**src/rtl/perf_cnt_pkg.sv**
```systemverilog
// perf_cnt_pkg: shared constants for the performance counter bank.
//   NCH_MAX / CW_MAX : upper legal limits for channel count and counter width
//   CH_*             : conventional channel assignments used by cpu_top
//   sel_width()      : read-select width for a given channel count (min 1)
package perf_cnt_pkg;

  localparam int NCH_MAX = 16;
  localparam int CW_MAX  = 32;

  localparam int CH_HIT   = 0;
  localparam int CH_TOT   = 1;
  localparam int CH_STALL = 2;
  localparam int CH_FLUSH = 3;

  // A single-channel bank still needs a 1-bit select so rd_sel=1 can
  // address the "out of range" read that returns 0.
  function automatic int sel_width(input int n);
    return (n <= 1) ? 1 : $clog2(n);
  endfunction

endpackage

```
**src/rtl/perf_cnt_cell.sv**
```systemverilog
// perf_cnt_cell: one event counter channel with sticky overflow and shadow.
//   clk    : CPU clock
//   rst    : synchronous active-high reset
//   en_inc : count one event this cycle (already gated by global enable)
//   clr    : clear counter and overflow flag
//   snap   : copy the pre-edge counter value into the shadow register
//   cnt    : live counter value
//   shadow : last snapshot value
//   ovf    : sticky overflow flag
module perf_cnt_cell #(
  parameter int CW  = 32,
  parameter int SAT = 1
) (
  input  logic          clk,
  input  logic          rst,
  input  logic          en_inc,
  input  logic          clr,
  input  logic          snap,
  output logic [CW-1:0] cnt,
  output logic [CW-1:0] shadow,
  output logic          ovf
);

  localparam logic [CW-1:0] CNT_MAX = '1;

  logic [CW-1:0] r_cnt;
  logic [CW-1:0] r_shadow;
  logic          r_ovf;

  always_ff @(posedge clk) begin
    if (rst) begin
      r_cnt    <= '0;
      r_shadow <= '0;
      r_ovf    <= 1'b0;
    end else begin
      // Shadow sees the value before this edge's clear/increment, which
      // makes snap+clr an atomic read-and-clear.
      if (snap) begin
        r_shadow <= r_cnt;
      end
      if (clr) begin
        // Clear wins over an overflow in the same cycle.
        r_cnt <= '0;
        r_ovf <= 1'b0;
      end else if (en_inc) begin
        if (r_cnt == CNT_MAX) begin
          r_cnt <= (SAT != 0) ? CNT_MAX : '0;
          r_ovf <= 1'b1;
        end else begin
          r_cnt <= r_cnt + CW'(1);
        end
      end
    end
  end

  assign cnt    = r_cnt;
  assign shadow = r_shadow;
  assign ovf    = r_ovf;

endmodule

```
**src/rtl/perf_cnt_bank.sv**
```systemverilog
// perf_cnt_bank: NCH event counters with snapshot and indexed read port.
//   clk       : CPU clock
//   rst       : synchronous active-high reset
//   en        : global count enable (blocks increments only)
//   inc       : per-channel event strobes
//   clr       : clear all counters and overflow flags
//   snap      : copy all live counters into shadows, bump snap_cnt
//   rd_sel    : channel index for the read port
//   rd_data   : registered shadow value of rd_sel (0 if rd_sel >= NCH)
//   live_data : registered live value of rd_sel (0 if rd_sel >= NCH)
//   ovf       : sticky per-channel overflow flags
//   snap_cnt  : snapshots taken, wraps at 255
// Legal ranges: NCH 1..NCH_MAX, CW 8..CW_MAX. SELW is derived from NCH.
module perf_cnt_bank
  import perf_cnt_pkg::*;
#(
  parameter int NCH  = 4,
  parameter int CW   = 32,
  parameter int SAT  = 1,
  localparam int SELW = sel_width(NCH)
) (
  input  logic            clk,
  input  logic            rst,
  input  logic            en,
  input  logic [NCH-1:0]  inc,
  input  logic            clr,
  input  logic            snap,
  input  logic [SELW-1:0] rd_sel,
  output logic [CW-1:0]   rd_data,
  output logic [CW-1:0]   live_data,
  output logic [NCH-1:0]  ovf,
  output logic [7:0]      snap_cnt
);

  logic [CW-1:0]  w_cnt    [NCH];
  logic [CW-1:0]  w_shadow [NCH];
  logic [NCH-1:0] w_ovf;
  logic [CW-1:0]  w_live_sel;
  logic [CW-1:0]  w_shad_sel;

  logic [CW-1:0]  r_rd_data;
  logic [CW-1:0]  r_live_data;
  logic [7:0]     r_snap_cnt;

  for (genvar gi = 0; gi < NCH; gi++) begin : g_cell
    perf_cnt_cell #(
      .CW  (CW),
      .SAT (SAT)
    ) u_cell (
      .clk    (clk),
      .rst    (rst),
      .en_inc (en & inc[gi]),
      .clr    (clr),
      .snap   (snap),
      .cnt    (w_cnt[gi]),
      .shadow (w_shadow[gi]),
      .ovf    (w_ovf[gi])
    );
  end

  // Compare-based mux so an out-of-range rd_sel falls through to 0
  // without indexing past the array.
  always_comb begin
    w_live_sel = '0;
    w_shad_sel = '0;
    for (int i = 0; i < NCH; i++) begin
      if (rd_sel == SELW'(i)) begin
        w_live_sel = w_cnt[i];
        // A snap at this same edge is visible on rd_data straight away.
        w_shad_sel = snap ? w_cnt[i] : w_shadow[i];
      end
    end
  end

  always_ff @(posedge clk) begin
    if (rst) begin
      r_rd_data   <= '0;
      r_live_data <= '0;
      r_snap_cnt  <= '0;
    end else begin
      r_rd_data   <= w_shad_sel;
      r_live_data <= w_live_sel;
      if (snap) begin
        r_snap_cnt <= r_snap_cnt + 8'd1;
      end
    end
  end

  assign rd_data   = r_rd_data;
  assign live_data = r_live_data;
  assign ovf       = w_ovf;
  assign snap_cnt  = r_snap_cnt;

endmodule

```
**config.mk**
```make
export PLATFORM = sky130hd
export DESIGN_NAME = perf_cnt_bank
export DESIGN_NICKNAME = d
export VERILOG_FILES = /design/src/rtl/perf_cnt_pkg.sv /design/src/rtl/perf_cnt_cell.sv /design/src/rtl/perf_cnt_bank.sv
export SDC_FILE = /design/constraint.sdc
export NUM_CORES = 1
export LEC_CHECK = 0
export ABC_CLOCK_PERIOD_IN_PS = 2700
export CAP_MARGIN = 20
export CORE_ASPECT_RATIO = 0.9
export CORE_MARGIN = 2
export CORE_UTILIZATION = 55
export DETAILED_ROUTE_END_ITERATION = 8
export PLACE_DENSITY = 0.85
export SLEW_MARGIN = 20
export SYNTH_ARGS = -nofsm -noshare
export SYNTH_HDL_FRONTEND = slang
export SYNTH_HIERARCHICAL = 1
export SYNTH_SLANG_ARGS = --single-unit
export TNS_END_PERCENT = 1
```
**constraint.sdc**
```tcl
create_clock -name clk -period 2.7 [get_ports clk]
set_input_delay 0.405 -clock clk [delete_from_list [all_inputs] [get_ports clk]]
set_output_delay 0.405 -clock clk [all_outputs]
set_load 0.005 [all_outputs]
```
[Word-level counts from Yosys, hierarchy flattened]
Index checks and enable logic that the tools add are counted.
Word-level totals
  register bits after elaboration: 332
  input port bits: 11
  word-level logic and storage cells: 53
Operators by class
  add/subtract/negate cells: 5
  eq/ne operators: 7
  mux-type cells: 16
  bitwise logic cells: 4
  reduce and logical (&&, ||, !) cells: 6
Operators with widths (count)
  $mux W32: 16
  $add A32 B1 Y32 const B: 4
  $eq A32 B32 Y1 const B: 4
  $add A8 B1 Y8 const B: 1
  $reduce_and A2 Y1: 4
  $and A1 B1 Y1: 4
  $eq A2 B2 Y1 const B: 2
  $eq A2 B1 Y1 const B: 1
  $logic_not A2 Y1: 1
  $reduce_or A2 Y1: 1

[Logic depth before layout (Yosys ltp)]
  depth in word-level cells: 5
  mapped depth: 8

[Cells and area by module]
Netlist, hierarchy kept.
Modules (own cells, without submodules)
  perf_cnt_cell: times used 4, cells each 291, area each 2810.2 um^2, seq. area each 1301.2 um^2
  perf_cnt_bank: times used 1, cells each 450, area each 4593.2 um^2, seq. area each 1441.4 um^2

[Worst setup path after synthesis]
Ideal clock, no wire load.
  path kind: input port to flip-flop
  start point: in inc[3]
  end point: reg g_cell[3].u_cell.r_cnt[14]
  arrival time: 1.642 ns
  required time: 2.630 ns
  path slack: 0.988 ns
  stages: 7
  path buffers: 1
  path through: and2_1 -> buf_2 -> and3_1 -> nand2_2 -> or3_1 -> xor2_1 -> a21oi_1
On the way
  cells in the longest elaborated chain, start to end: 1
Ends and longest elaborated chain
  from (decl): RTL line perf_cnt_bank.sv:25  | input logic [NCH-1:0] inc,
  $and A1 B1 Y1: RTL line perf_cnt_bank.sv:52  | .en_inc (en & inc[gi]),
  to (signal assigned): RTL line perf_cnt_cell.sv:47  | r_cnt <= (SAT != 0) ? CNT_MAX : '0;
  to (signal assigned): RTL line perf_cnt_cell.sv:50  | r_cnt <= r_cnt + CW'(1);
  to (decl): RTL line perf_cnt_cell.sv:26  | logic [CW-1:0] r_cnt;
Every way passes these cells.
A chain may end at the register's enable or synchronous reset.

[Worst setup path in the final report]
  start point: in en
  end point: reg g_cell[1].u_cell.r_cnt[24]
On the way
  cells in the longest elaborated chain, start to end: 1
Ends and longest elaborated chain
  from (decl): RTL line perf_cnt_bank.sv:24  | input logic en,
  $and A1 B1 Y1: RTL line perf_cnt_bank.sv:52
  to (signal assigned): RTL line perf_cnt_cell.sv:47
  to (signal assigned): RTL line perf_cnt_cell.sv:50
  to (decl): RTL line perf_cnt_cell.sv:26
Every way passes these cells.

==> results.toml <==
[pwr]
leakage_nw = 6.44
peakVddDrop_v = 0.000412
p_per_area_mw_per_mm2 = 571

[placement]
dp_cells = 1983
numPortBuffers = 86
gp_congestion = 0.890
dp_hpwl_mm = 27.7
dpl-instance-area_mm2 = 0.0169

[sta]
skew_ns = 0.0109
max_slew.worst_pin.slew_ns = 0.762
max_freq_mhz = 453
hold_viol = 0
grt_setup_unrepaired = "false"
finalSetupViolations = 0
whs_ns = 0.333
slew_headroom = 0.487
slew_violations = 0
period_share = 0.818
fin_tns_setup_ns = 0
period_minus_slack_ns = 2.21

[synthesis]
synth_cells = 1614
synth_edf_count = 0
synth_warnings = 6
synth_top_area_cell = "dfxtp_1"
synth_area_leaders = "dfxtp_1 42%, mux2i_1 15%, xnor2_1 4.9%, a21oi_1 4.5%, nor2_1 4.0%"
synthFlopType = "dfxtp_1"
syn-num-nets = 1630
synth_area_per_cell_um2 = 9.81
synth_cell_types = 51
ys_ff_latch = 332
netlist_area_mm2 = 0.0158
synth_top_area_share = 0.420
ys_seq_area_frac = 0.420
async_flop_share = 0

[cts]
cts_root_buf = "clkbuf_16"
clock_sinks = 332
cts_buffers = 34
clk_pin_slew_ns = 0.06
clk_latency_ns = 0.52
ctsHoldBuffers = 0
postCtsSetupRepairBufs = 0
cts_buffer_depth = 3
cts_resized = 0
htreeDepth = 2
cts_tree = "done"

[critical_path]
crit_slowest_cell = "clkdlybuf4s50_1"
path_cells = "clkdlybuf4s50_1 -> and2_1 -> buf_4 -> nand4_1 -> nor4_1 -> nor2b_1 -> mux2i_1 -> nor2_1"
cp_top_family = "simple AND/OR/NAND/NOR gates"
reg2reg_slack_ns = 0.50
crit_path_max_fanout = 7
worstSetupPathType = "in2reg"
endpoint_kind = "flop"
cp-startpoint = "en"
worstRegToRegCells = 7
max_stage_delay_ns = 0.63
critPathBufInv = 2
cp.arrival_ns = 2.59
cp-start-kind = "primary input"
r2r_end = "g_cell[2].u_cell/cnt[19]"
worstPathRequired_ns = 3.08
reg2reg_from = "g_cell[2].u_cell/cnt[1]"

[global_routing]
grt_pass1_vias = 12100
gr-usage-all-layers = 0.265
grt_pass1_wl_mm = 64.2
antenna_found_initial = 1
grt-ovfl-total = 0
grt_max_degree = 99

[floorplanning]
die_x_um = 183
io_pins = 87
die_h_um = 165
core_area_mm2 = 0.0282
dieArea_mm2 = 0.0302
rows = 58
initial_core_util = 0.562

[worst_hold_path]
holdPathStages = 2
holdPathEnd = "g_cell[2].u_cell/shadow[1]"
hp-class = "in2reg"
hold_path_startpoint = "rst"

[final_layout]
drive_above_1_share = 0.122
nets = 1675
fin_cells = 2045
fin_area_mm2 = 0.0180
syn_to_final_growth_pct = 13.9
fill_cells = 2203
antenna_cells = 0

[route]
postRouteAntennaNets = 0
wire_per_inst_um = 19.5
totalWireLength_mm = 39.9
drtIter0Drc = 1102
drcViolationCount = 0
drtPass1Iterations = 5
viasPerCell = 6.10
vias = 12500

[flow_run]
drv_cap = 0

[status]
status = "completed"
synthesized netlist by cell type, types with 24 or more instances:
| cell | number |
|---|---|
| mux2i_1 | 239 |
| xnor2_1 | 89 |
| nand3_1 | 46 |
| nor2b_1 | 37 |
| a21oi_1 | 143 |
| nand2_1 | 43 |
| dfxtp_1 | 332 |
| and4_1 | 24 |
| nor2_1 | 170 |
| buf_2 | 35 |
| nor3_1 | 28 |
| clkbuf_1 | 52 |
| nand4_1 | 27 |
| a211oi_1 | 40 |
logic make-up (layout without fill, tap and decap cells):
logic type | Yosys count | after routing | share of synthesized area
simple gates | 483 | 483 | 0.180
flops | 332 | 332 | 0.420
compound gates | 293 | 293 | 0.131
mux | 246 | 246 | 0.158
buf+inv | 143 | 214 | 0.0452
xor+xnor | 112 | 112 | 0.0620
fa+ha+maj | 5 | 5 | 0.00395
state kept, by name, summed over array words and instances, names as in the netlist:
name and count:
g_cell.u_cell/cnt 128, snap_cnt 8, g_cell.u_cell/shadow 128, g_cell.u_cell/ovf 4, live_data 32, rd_data 32
worst max-delay path by stage:
stage                                          end  slack [ns]  depth (start not counted)
after global placement    g_cell[0].u_cell/cnt[24]        0.08                          8
after global routing      g_cell[2].u_cell/cnt[24]        0.39                          6
final                     g_cell[1].u_cell/cnt[24]        0.49                          8
after detailed placement  g_cell[1].u_cell/cnt[24]        0.06                          8
after CTS                 g_cell[2].u_cell/cnt[19]        0.54                          7
after floorplan           g_cell[3].u_cell/cnt[14]        0.99                          7
cell type report:
class	instances	area, um^2	share of cell area
multi-input cells	1139	8470	0.470
flip-flops and latches	332	6650	0.368
repair buffers	131	1270	0.0703
clock buffers	56	1070	0.0592
well taps	360	450	0.0250
inverters	21	78.8	0.00437
clock inverters	6	55.1	0.00305
through the flow:
stage | setup WS [ns] | util | power, mW
global placement | 0.0827 | 0.601 | 5.66
finish | 0.491 | 0.641 | 10.3
detailed placement | 0.0593 | 0.601 | 5.67
CTS | 0.544 | 0.641 | 10.3
global route | 0.392 | 0.641 | 10.6
floorplan | 0.988 | - | 5.48
cell usage in the layout (no fill, tap or decap), drive strengths merged, types with 23 or more instances in the layout:
cell             n
nand4           35
a211oi          49
nor4            28
a21oi          160
and4            32
clkbuf          57
xnor2           89
buf             47
xor2            23
nor3            32
clkdlybuf4s50   83
mux2i          239
dfxtp          332
nor2           170
nand2           47
nand3           54
nor2b           37
where the power goes:
| group | switching [mW] | leakage [nW] | internal [mW] |
|---|---|---|---|
| clock network | 1.92 | 0.554 | 2.80 |
| logic | 0.350 | 3.20 | 0.257 |
| registers | 0.0220 | 2.68 | 4.94 |
layer usage:
| metal | track usage | share of wire |
|---|---|---|
| met5 | 0 | 0 |
| met4 | 0.120 | 0.044 |
| met3 | 0.0430 | 0.059 |
| met2 | 0.432 | 0.46 |
| met1 | 0.347 | 0.44 |
No activity file was read; power rests on OpenSTA's default activity.
